<file path="src/rtl/hood_pkg.sv">
// Shared range-hood definitions: gear one-hot codes, timer FSM states, default clock rate.
package hood_pkg;

  localparam int unsigned CLK_HZ_DEFAULT = 100_000_000;

  localparam logic [2:0] GEAR1 = 3'b001;
  localparam logic [2:0] GEAR2 = 3'b010;
  localparam logic [2:0] GEAR3 = 3'b100;

  typedef enum logic [1:0] {
    IDLE   = 2'd0,
    RUN    = 2'd1,
    REMIND = 2'd2,
    SNOOZE = 2'd3
  } hood_state_t;

endpackage

</file>
<file path="src/rtl/sec_prescaler.sv">
// One-second prescaler: counts enabled cycles 0..CLK_HZ-1 and emits a registered tick on wrap.
module sec_prescaler
  import hood_pkg::*;
#(
  parameter int unsigned CLK_HZ = CLK_HZ_DEFAULT
) (
  input  logic clk,
  input  logic rst,
  input  logic clr,
  input  logic en,
  output logic tc,
  output logic sec_tick
);

  localparam int unsigned CNT_W = (CLK_HZ > 1) ? $clog2(CLK_HZ) : 1;
  localparam logic [CNT_W-1:0] LAST = CNT_W'(CLK_HZ - 1);

  logic [CNT_W-1:0] cnt;

  // tc is the combinational terminal count so the owner can update in step with sec_tick.
  assign tc = en && (cnt == LAST);

  always_ff @(posedge clk) begin
    if (rst || clr) begin
      cnt      <= '0;
      sec_tick <= 1'b0;
    end else begin
      sec_tick <= tc;
      if (tc)
        cnt <= '0;
      else if (en)
        cnt <= cnt + 1'b1;
    end
  end

endmodule

</file>
<file path="src/rtl/range_hood_clean_timer.sv">
// Weighted fan-usage timer raising the cleaning reminder for the sound stage.
// Optional snooze support is built when CLEAN_SNOOZE_EN is defined.
module range_hood_clean_timer
  import hood_pkg::*;
#(
  parameter int unsigned CLK_HZ        = CLK_HZ_DEFAULT,
  parameter int unsigned THRESHOLD_SEC = 36000,
  parameter int unsigned USAGE_W       = 20,
  parameter int unsigned SNOOZE_SEC    = 600
) (
  input  logic               clk,
  input  logic               rst,
  input  logic               power_on,
  input  logic [2:0]         suction,
  input  logic               clean_done,
`ifdef CLEAN_SNOOZE_EN
  input  logic               snooze,
`endif
  output logic               cleaning_reminder,
  output logic [USAGE_W-1:0] usage_sec,
  output logic               sec_tick
);

  hood_state_t        state;
  logic               running;
  logic               tc;
  logic               pre_en;
  logic               pre_clr;
  logic [USAGE_W:0]   usage_sum;
  logic [USAGE_W-1:0] usage_next;
  logic               hit;

  assign running = power_on &&
                   ((suction == GEAR1) || (suction == GEAR2) || (suction == GEAR3));

  always_comb begin
    usage_sum  = {1'b0, usage_sec} + ((suction == GEAR3) ? (USAGE_W+1)'(2) : (USAGE_W+1)'(1));
    usage_next = usage_sec;
    if (tc && running)
      usage_next = usage_sum[USAGE_W] ? '1 : usage_sum[USAGE_W-1:0];
    hit = 32'(usage_next) >= THRESHOLD_SEC;
  end

`ifdef CLEAN_SNOOZE_EN
  localparam int unsigned SNZ_W = (SNOOZE_SEC > 1) ? $clog2(SNOOZE_SEC + 1) : 1;
  logic [SNZ_W-1:0] snz_cnt;
  logic             snooze_go;

  // Snooze restarts the prescaler so the snooze period is a whole number of seconds.
  assign snooze_go = (state == REMIND) && snooze && !clean_done;
  assign pre_en    = running || ((state == SNOOZE) && power_on);
  assign pre_clr   = clean_done || snooze_go;
`else
  assign pre_en    = running;
  assign pre_clr   = clean_done;
`endif

  sec_prescaler #(.CLK_HZ(CLK_HZ)) u_prescaler (
    .clk      (clk),
    .rst      (rst),
    .clr      (pre_clr),
    .en       (pre_en),
    .tc       (tc),
    .sec_tick (sec_tick)
  );

  always_ff @(posedge clk) begin
    if (rst) begin
      state             <= IDLE;
      usage_sec         <= '0;
      cleaning_reminder <= 1'b0;
`ifdef CLEAN_SNOOZE_EN
      snz_cnt           <= '0;
`endif
    end else begin
      cleaning_reminder <= (state == REMIND) && power_on;
      if (clean_done) begin
        usage_sec <= '0;
        state     <= running ? RUN : IDLE;
      end else begin
        usage_sec <= usage_next;
        case (state)
          IDLE:   if (running) state <= hit ? REMIND : RUN;
          RUN:    if (hit) state <= REMIND;
                  else if (!running) state <= IDLE;
          REMIND: begin
`ifdef CLEAN_SNOOZE_EN
            if (snooze) begin
              state   <= SNOOZE;
              snz_cnt <= SNZ_W'(SNOOZE_SEC);
            end
`endif
          end
`ifdef CLEAN_SNOOZE_EN
          SNOOZE: if (tc) begin
            if (snz_cnt <= SNZ_W'(1))
              state <= REMIND;
            else
              snz_cnt <= snz_cnt - 1'b1;
          end
`endif
          default: state <= IDLE;
        endcase
      end
    end
  end

endmodule

</file>
<file path="config.mk">
export PLATFORM = sky130hd
export DESIGN_NAME = range_hood_clean_timer
export DESIGN_NICKNAME = d
export VERILOG_FILES = /design/src/rtl/hood_pkg.sv /design/src/rtl/sec_prescaler.sv /design/src/rtl/range_hood_clean_timer.sv
export SDC_FILE = /design/constraint.sdc
export NUM_CORES = 1
export LEC_CHECK = 0
export CAP_MARGIN = 40
export CORE_UTILIZATION = 50
export CTS_BUF_LIST = sky130_fd_sc_hd__clkbuf_2
export DETAILED_ROUTE_END_ITERATION = 8
export HOLD_SLACK_MARGIN = 0.02
export PLACE_DENSITY = 0.71
export REMOVE_ABC_BUFFERS = 1
export SETUP_SLACK_MARGIN = 0.3
export SLEW_MARGIN = 20
export SYNTH_ARGS = -nofsm -noshare
export SYNTH_HDL_FRONTEND = slang
export SYNTH_SLANG_ARGS = --single-unit
</file>
<file path="constraint.sdc">
create_clock -name clk -period 4.7 [get_ports clk]
set_input_delay 0.94 -clock clk [delete_from_list [all_inputs] [get_ports clk]]
set_output_delay 0.94 -clock clk [all_outputs]
set_load 0.05 [all_outputs]
</file>
==> summary.md, run 1 <==
| Metric | Value |
|---|---|
| Root Driver | clkbuf_2 |
| Status | completed |
| Largest net degree at the start of global routing | 19 |
| CP required | 5.07 ns |
| Reg2reg start | usage_sec[0] |
| First DRT Iteration DRCs | between 150 and 200 |
| Commonest non-fill, non-tap cells in the layout | dfxtp_1 (51), nor2_1 (45), nand2_1 (31), clkdlybuf4s50_1 (28), a21oi_1 (22) |
| IO Pins | 29 |
| Initial antenna violation count | 0 |
| Worst reg2reg path depth | 11 |
| TNS Setup | 0 ns |
| Gr usage total | about 22% |
| HP Start | state[0] |
| Leak | 1.16 nW |
| Row count | 27 |
| Worst setup margin | around 0.73 ns |
| Post-synthesis sequential area ratio | 35.5% |
| Hold_buf cts | 0 |
| Final core occ | approximately three fifths |
| Syn-to-layout area delta | 15.6% |
| Yosys reg bits | just over 50 |
| RSZ-0062 raised after global routing | no |
| VDD IR max | about 0.17 mV |
| Pre-CTS setup slack | about 0.25 ns |
| Final worst-path cycle share | between 80% and 90% |
| Worst slew pin tran | 0.718 ns |
| Synth async-reset ratio | 0% |
| Cts repair resizes | 0 |
| Hold path endpoint | cleaning_reminder |
| Routed vias | between 2000 and 3000 |
| Post-Syn Instances | 346 |
| Hold crit path type | flop to flop |
| DRC Markers | 0 |
| Slew Viols, Final | 0 |
| CTS max path bufs | 2 |
| Largest stage delay, worst path | around 0.54 ns |
| DR pass1 iterations | 5 |
| Worst-Skew Late Latency | approximately 0.43 ns |
| Yosys top cell by area | dfxtp_1 |
| Slowest cell on crit path | or4_4 |
| Ant diodes | 0 |
| Netlist area before placement | around 0.0029 sq mm |
| Startpoint Class | input port |
| Share of layout cells above drive strength 1 | under 10% |
| Die W | 77.9 microns |
| Post-synth cell types | 56 |
| Crit path arrival time | roughly 4.3 ns |
| Highest Clock Rate | ~0.25 GHz |
| Worst flop-to-flop path endpoint | state[1] |
| H-Tree Level Count | 2 |
| Clock skew | 0.0208 ns |
| CTS tree | built |
| Post-CTS Setup Bufs | 0 |
| Final ANT Viol Nets | 0 |
| Vias in the first global route | 2310 |
| Min Tclk post-route | between 3 and 4 ns |
| Routed len/inst | between 10 and 15 microns |
| Die Height | approximately 80 microns |
| Layout Nets | 388 |
| Total Wirelength | 6420 microns |
| Power Dens Cells | about 210 mW/mm^2 |
| Clock sinks | 51 |
| Fin area | between 0.003 and 0.004 sq mm |
| Gpl congestion | roughly 0.85 |
| Port bufs | 28 |
| Die area | 0.00607 sq mm |
| Hold path cells | 1 |
| Relative slew slack | 50.9% |
| Max-Cap Viols | 0 |
| Reg clk slew, reported paths | around 0.24 ns |
| First-pass GRT wire length | about 11000 microns |
| Largest cells by area after synthesis | dfxtp_1 (35%), nor2_1 (5.9%), xor2_1 (5.5%) |
| Crit Path Category | input port to flop |
| Final setup viols | 0 |
| Grt ovf | 0 |
| Final Hold Vio Count | 0 |
| Post-synth EDFFs | 0 |
| Placed cell area | approximately 0.0033 sq mm |
| Synth Warn # | 0 |
| Vias per inst | about 6 |
| Worst R2R Setup Slack | between 1.5 and 2 ns |
| Starting density of the core | 52.0% |
| Mean post-synth cell area | ~8.3 sq um |
| Final HPWL DP | roughly 4800 microns |
| Setup crit end kind | flop |
| Top_reg_cell synth | dfxtp_1 |
| Commonest non-fill, non-tap cell in the layout | dfxtp_1 |
| Total power | 0.688 mW |
| Crit path cell chain | clkdlybuf4s50_1 -> nand3b_1 -> ha_1 -> inv_1 -> fa_1 -> and4b_1 -> nand4_1 -> nor4_4 -> nor2_2 -> a211oi_1 -> a311oi_1 -> or4_4 -> a32o_2 |
| CP Max Fanout | 6 |
| CTS buffer count | 5 |
| Core Region | roughly 0.0055 sq mm |
| Post-synth top area share | 35.5% |
-- worst max path at each step --
stage	cells past startpoint	slack [ns]	startpoint	end
after floorplan	13	0.97	suction[0]	state[1]
after global routing	12	0.60	suction[2]	state[1]
after global placement	13	0.32	suction[2]	state[1]
after CTS	13	0.74	suction[2]	state[1]
after detailed placement	13	0.25	suction[2]	state[1]
final	13	0.73	suction[2]	state[1]
-- per-stage QoR --
stage          instances  hold slack [ns]
2_1_floorplan        333            0.397
3_3_place_gp         441            0.410
3_5_place_dp         442            0.418
4_1_cts              449            0.446
5_1_grt              449            0.456
6_report             449            0.441
-- worst max-delay path: cells and delay by family --
family                   cells  cell delay, ns
AND/OR/NAND/NOR              6            1.59
adder cells (fa/ha/maj)      2            0.64
AO/OA/AOI/OAI                3            0.59
buffers and inverters        2            0.58
-- synth_stat cells (all sizes together) (2+ instances only) --
library cell and number:
nor3b 4, or3 2, and3 12, a211oi 7
nand3 18, and4 8, xor2 19, nor2 46
a31oi 5, a311oi 6, clkbuf 7, inv 9
a21boi 3, and4b 3, nand4b 2, mux2i 2
nor3 7, o21ai 7, and2 9, dfxtp 51
nor4 10, buf 6, nor4b 3, ha 3
xnor2 8, a21oi 23, nand4 12, nand2 31
o2111a 3, a21o 4, o21a 3
-- kinds of logic after synthesis --
family,count (synthesis),share of synthesized area (%)
AND/OR/NAND/NOR,173,33.5
AO/OA/AOI/OAI,67,16.7
flip-flops,51,35.5
adder cells (fa/ha/maj),4,2.00
buffers and inverters,22,3.17
XOR/XNOR,27,8.47
multiplexers,2,0.695
-- power breakdown --
part,switching (mW),internal [mW],leakage (nW)
combinational,0.0178,0.0118,0.707
sequential,0.000673,0.435,0.411
clock,0.133,0.0894,0.0391
total,0.152,0.536,1.16
-- routing by layer --
| metal | vias to the layer above | share of wire (%) | global-route usage (%) |
|---|---|---|---|
| li1 | 1325 | - | - |
| met1 | 1242 | 47 | 28.3 |
| met2 | 47 | 48 | 37.8 |
| met3 | 5 | 3.9 | 4.24 |
| met4 | 0 | 0.89 | 6.23 |
| met5 | - | 0 | 0 |
-- state kept, by name (all words and copies together), names as in the netlist --
signal and flops:
cleaning_reminder 1, u_prescaler.sec_tick 1, state 2, usage_sec 20, u_prescaler.cnt 27
-- final cells by class --
type	instances	area, sq um
clock buffer	6	30.0
clock inverter	1	30.0
fill	520	2210
inverter	9	33.8
multi-input combinational	273	1770
sequential	51	1020
tap	72	90.1
timing repair buffer	37	355
(Power assumes the default switching activity.)
==> run 2, diff against run 1 <==
--- a/config.mk
+++ b/config.mk
@@ -10,7 +10,7 @@
 export CTS_BUF_LIST = sky130_fd_sc_hd__clkbuf_2
 export DETAILED_ROUTE_END_ITERATION = 8
 export HOLD_SLACK_MARGIN = 0.02
-export PLACE_DENSITY = 0.71
+export PLACE_DENSITY = 0.74
 export REMOVE_ABC_BUFFERS = 1
 export SETUP_SLACK_MARGIN = 0.3
 export SLEW_MARGIN = 20
==> constraint.sdc (replaced) <==
create_clock -name clk -period 3.6 [get_ports clk]
set_input_delay 0.72 -clock clk [delete_from_list [all_inputs] [get_ports clk]]
set_output_delay 0.72 -clock clk [all_outputs]
set_load 0.05 [all_outputs]
==> summary.md, run 2 (synthesized netlist as in run 1, its figures left out) <==
| Metric | Value |
|---|---|
| CP Max Fanout | 3 (-3) |
| Gr usage total | 24.4% (+2.3 points) |
| Syn-to-layout area delta | 23.5% |
| Root Driver | clkbuf_2 |
| Vias per inst | 5.79 (-0.72%) |
| Crit Path Category | input port to flop |
| Die Height | 77.9 microns (unchanged) |
| Routed vias | 2768 (+5.7%) |
| Final setup viols | 0 (unchanged) |
| Ant diodes | 0 (unchanged) |
| Leak | 1.30 nW (+12%) |
| Final worst-path cycle share | between 80% and 90% |
| Row count | 27 (unchanged) |
| Largest net degree at the start of global routing | 28 (+9) |
| FF/Latch Area | 0.00102 sq mm (unchanged) |
| Crit path arrival time | 3.58 ns (-0.76 ns) |
| Worst-Skew Late Latency | 0.44 ns (about the same) |
| Clock sinks | 51 (unchanged) |
| Hold_buf cts | 0 (unchanged) |
| First DRT Iteration DRCs | 193 (+7.2%) |
| RSZ-0062 raised after global routing | no |
| Vias in the first global route | 2587 (+12%) |
| Share of layout cells above drive strength 1 | 17.0% (+7.7 points) |
| Largest regs | u_prescaler.cnt: 27 flops, usage_sec: 20 flops, state: 2 flops |
| DRC Markers | 0 (unchanged) |
| Grt ovf | 0 (unchanged) |
| Gpl congestion | 0.947 (+11%) |
| Status | completed |
| Commonest non-fill, non-tap cells in the layout | dfxtp_1 (51), nor2_1 (45), buf_4 (37), nand2_1 (31), clkdlybuf4s50_1 (25) |
| Clock skew | 0.0194 ns (-0.00134 ns) |
| Fin area | 0.00356 sq mm (+6.9%) |
| Initial antenna violation count | 0 (unchanged) |
| Worst slew pin tran | 0.612 ns (-0.106 ns) |
| Startpoint Class | input port |
| CP required | 3.98 ns (-1.09 ns) |
| IO Pins | 29 (unchanged) |
| Commonest non-fill, non-tap cell in the layout | dfxtp_1 |
| Relative slew slack | 59.0% (+8.1 points) |
| Power Dens Cells | 257 mW/mm^2 (+24%) |
| Layout Nets | 416 (+7.2%) |
| CTS buffer count | 5 (unchanged) |
| Slew Viols, Final | 0 (unchanged) |
| First-pass GRT wire length | 11700 microns (+9.8%) |
| Starting density of the core | 52.0% (unchanged) |
| Setup crit end kind | flop |
| Total power | 0.915 mW (+33%) |
| Die area | 0.00607 sq mm (unchanged) |
| Hold crit path type | flop to flop |
| Routed len/inst | 14.7 microns (+2.9%) |
| Multi-input logic area | 0.00179 sq mm (+1.3%) |
| Port bufs | 28 (unchanged) |
| Reg clk slew, reported paths | 0.26 ns (+0.02 ns) |
| Final ANT Viol Nets | 0 (unchanged) |
| Final Hold Vio Count | 0 (unchanged) |
| Placed cell area | 0.00346 sq mm (+6.0%) |
| Top reg by flops | u_prescaler.cnt |
| DR pass1 iterations | 4 (-1) |
| Core Region | 0.00554 sq mm (unchanged) |
| # fillers | 497 (-4.4%) |
| Max-Cap Viols | 0 (unchanged) |
| Die W | 77.9 microns (unchanged) |
| Total Wirelength | 7030 microns (+9.6%) |
| Max reg flops | 27 (unchanged) |
| CTS max path bufs | 2 (unchanged) |
| Highest Clock Rate | roughly 0.31 GHz |
| H-Tree Level Count | 2 (unchanged) |
| CTS tree | built |
| Min Tclk post-route | between 3 and 4 ns |
| Final HPWL DP | 5240 microns (+10%) |
| VDD IR max | 0.181 mV (+8.9%) |
| Layout Cells excl Fill | 478 (+6.5%) |
| Placed Instances | 469 (+6.1%) |
run 2: timing repair:
item                                    CTS  global route
pin swaps                                10             2
buffers inserted                          1             0
endpoints found under the setup margin    6             2
gates resized for setup                   8             1
run 2: worst paths after layout:
check | slack, ns | start | cells past startpoint | endpoint
max | 0.40 | suction[0] | 13 | state[1]
min | 0.45 | state[0] | 1 | cleaning_reminder
max reg2reg | 0.66 | u_prescaler.cnt[9] | 8 | state[1]
min reg2reg | 0.45 | state[0] | 1 | cleaning_reminder
run 2: final cells by class:
cell class / count / area share [%]
Inverter: 9 / 0.950
Multi-Input combinational cell: 273 / 50.3
Clock buffer: 5 / 0.704
Tap cell: 72 / 2.53
Timing Repair Buffer: 65 / 15.6
Sequential cell: 51 / 28.7
Clock inverter: 3 / 1.20
run 2: critical path: stages:
cell and delay (ns):
dlygate4sd2_1 0.23, inv_2 0.04, nand3b_1 0.13, ha_2 0.20, inv_1 0.06, fa_2 0.36
nand4b_1 0.24, o2111a_1 0.29, a21o_2 0.19, a211oi_2 0.18, a311oi_2 0.13, or4_4 0.57
a32o_2 0.24
run 2: power breakdown:
part           leakage [nW]  internal [mW]  switching, mW
Combinational         0.848         0.0170         0.0254
Sequential            0.411          0.568       0.000915
Clock                0.0410          0.118          0.186
Total                  1.30          0.703          0.212
run 2: stage by stage:
stage | worst slack (ns) | setup TNS, ns | util (%) | hold slack (ns)
final | 0.401 | 0 | 64.2 | 0.448
after global routing | 0.302 | 0 | 64.2 | 0.474
after global placement | -0.270 | -1.38 | 62.5 | 0.415
after CTS | 0.399 | 0 | 64.1 | 0.450
after floorplan | 0.0882 | 0 | - | 0.397
after detailed placement | -0.373 | -2.36 | 62.5 | 0.422
run 2: layer usage:
layer	part of all wire [%]	GRT usage [%]	routed length (microns)	up-vias
li1	-	-	-	1385
met1	45	28.7	3160	1291
met2	48	42.6	3390	68
met3	3.4	4.59	238	24
met4	3.5	11.5	246	0
met5	0	0	0	-
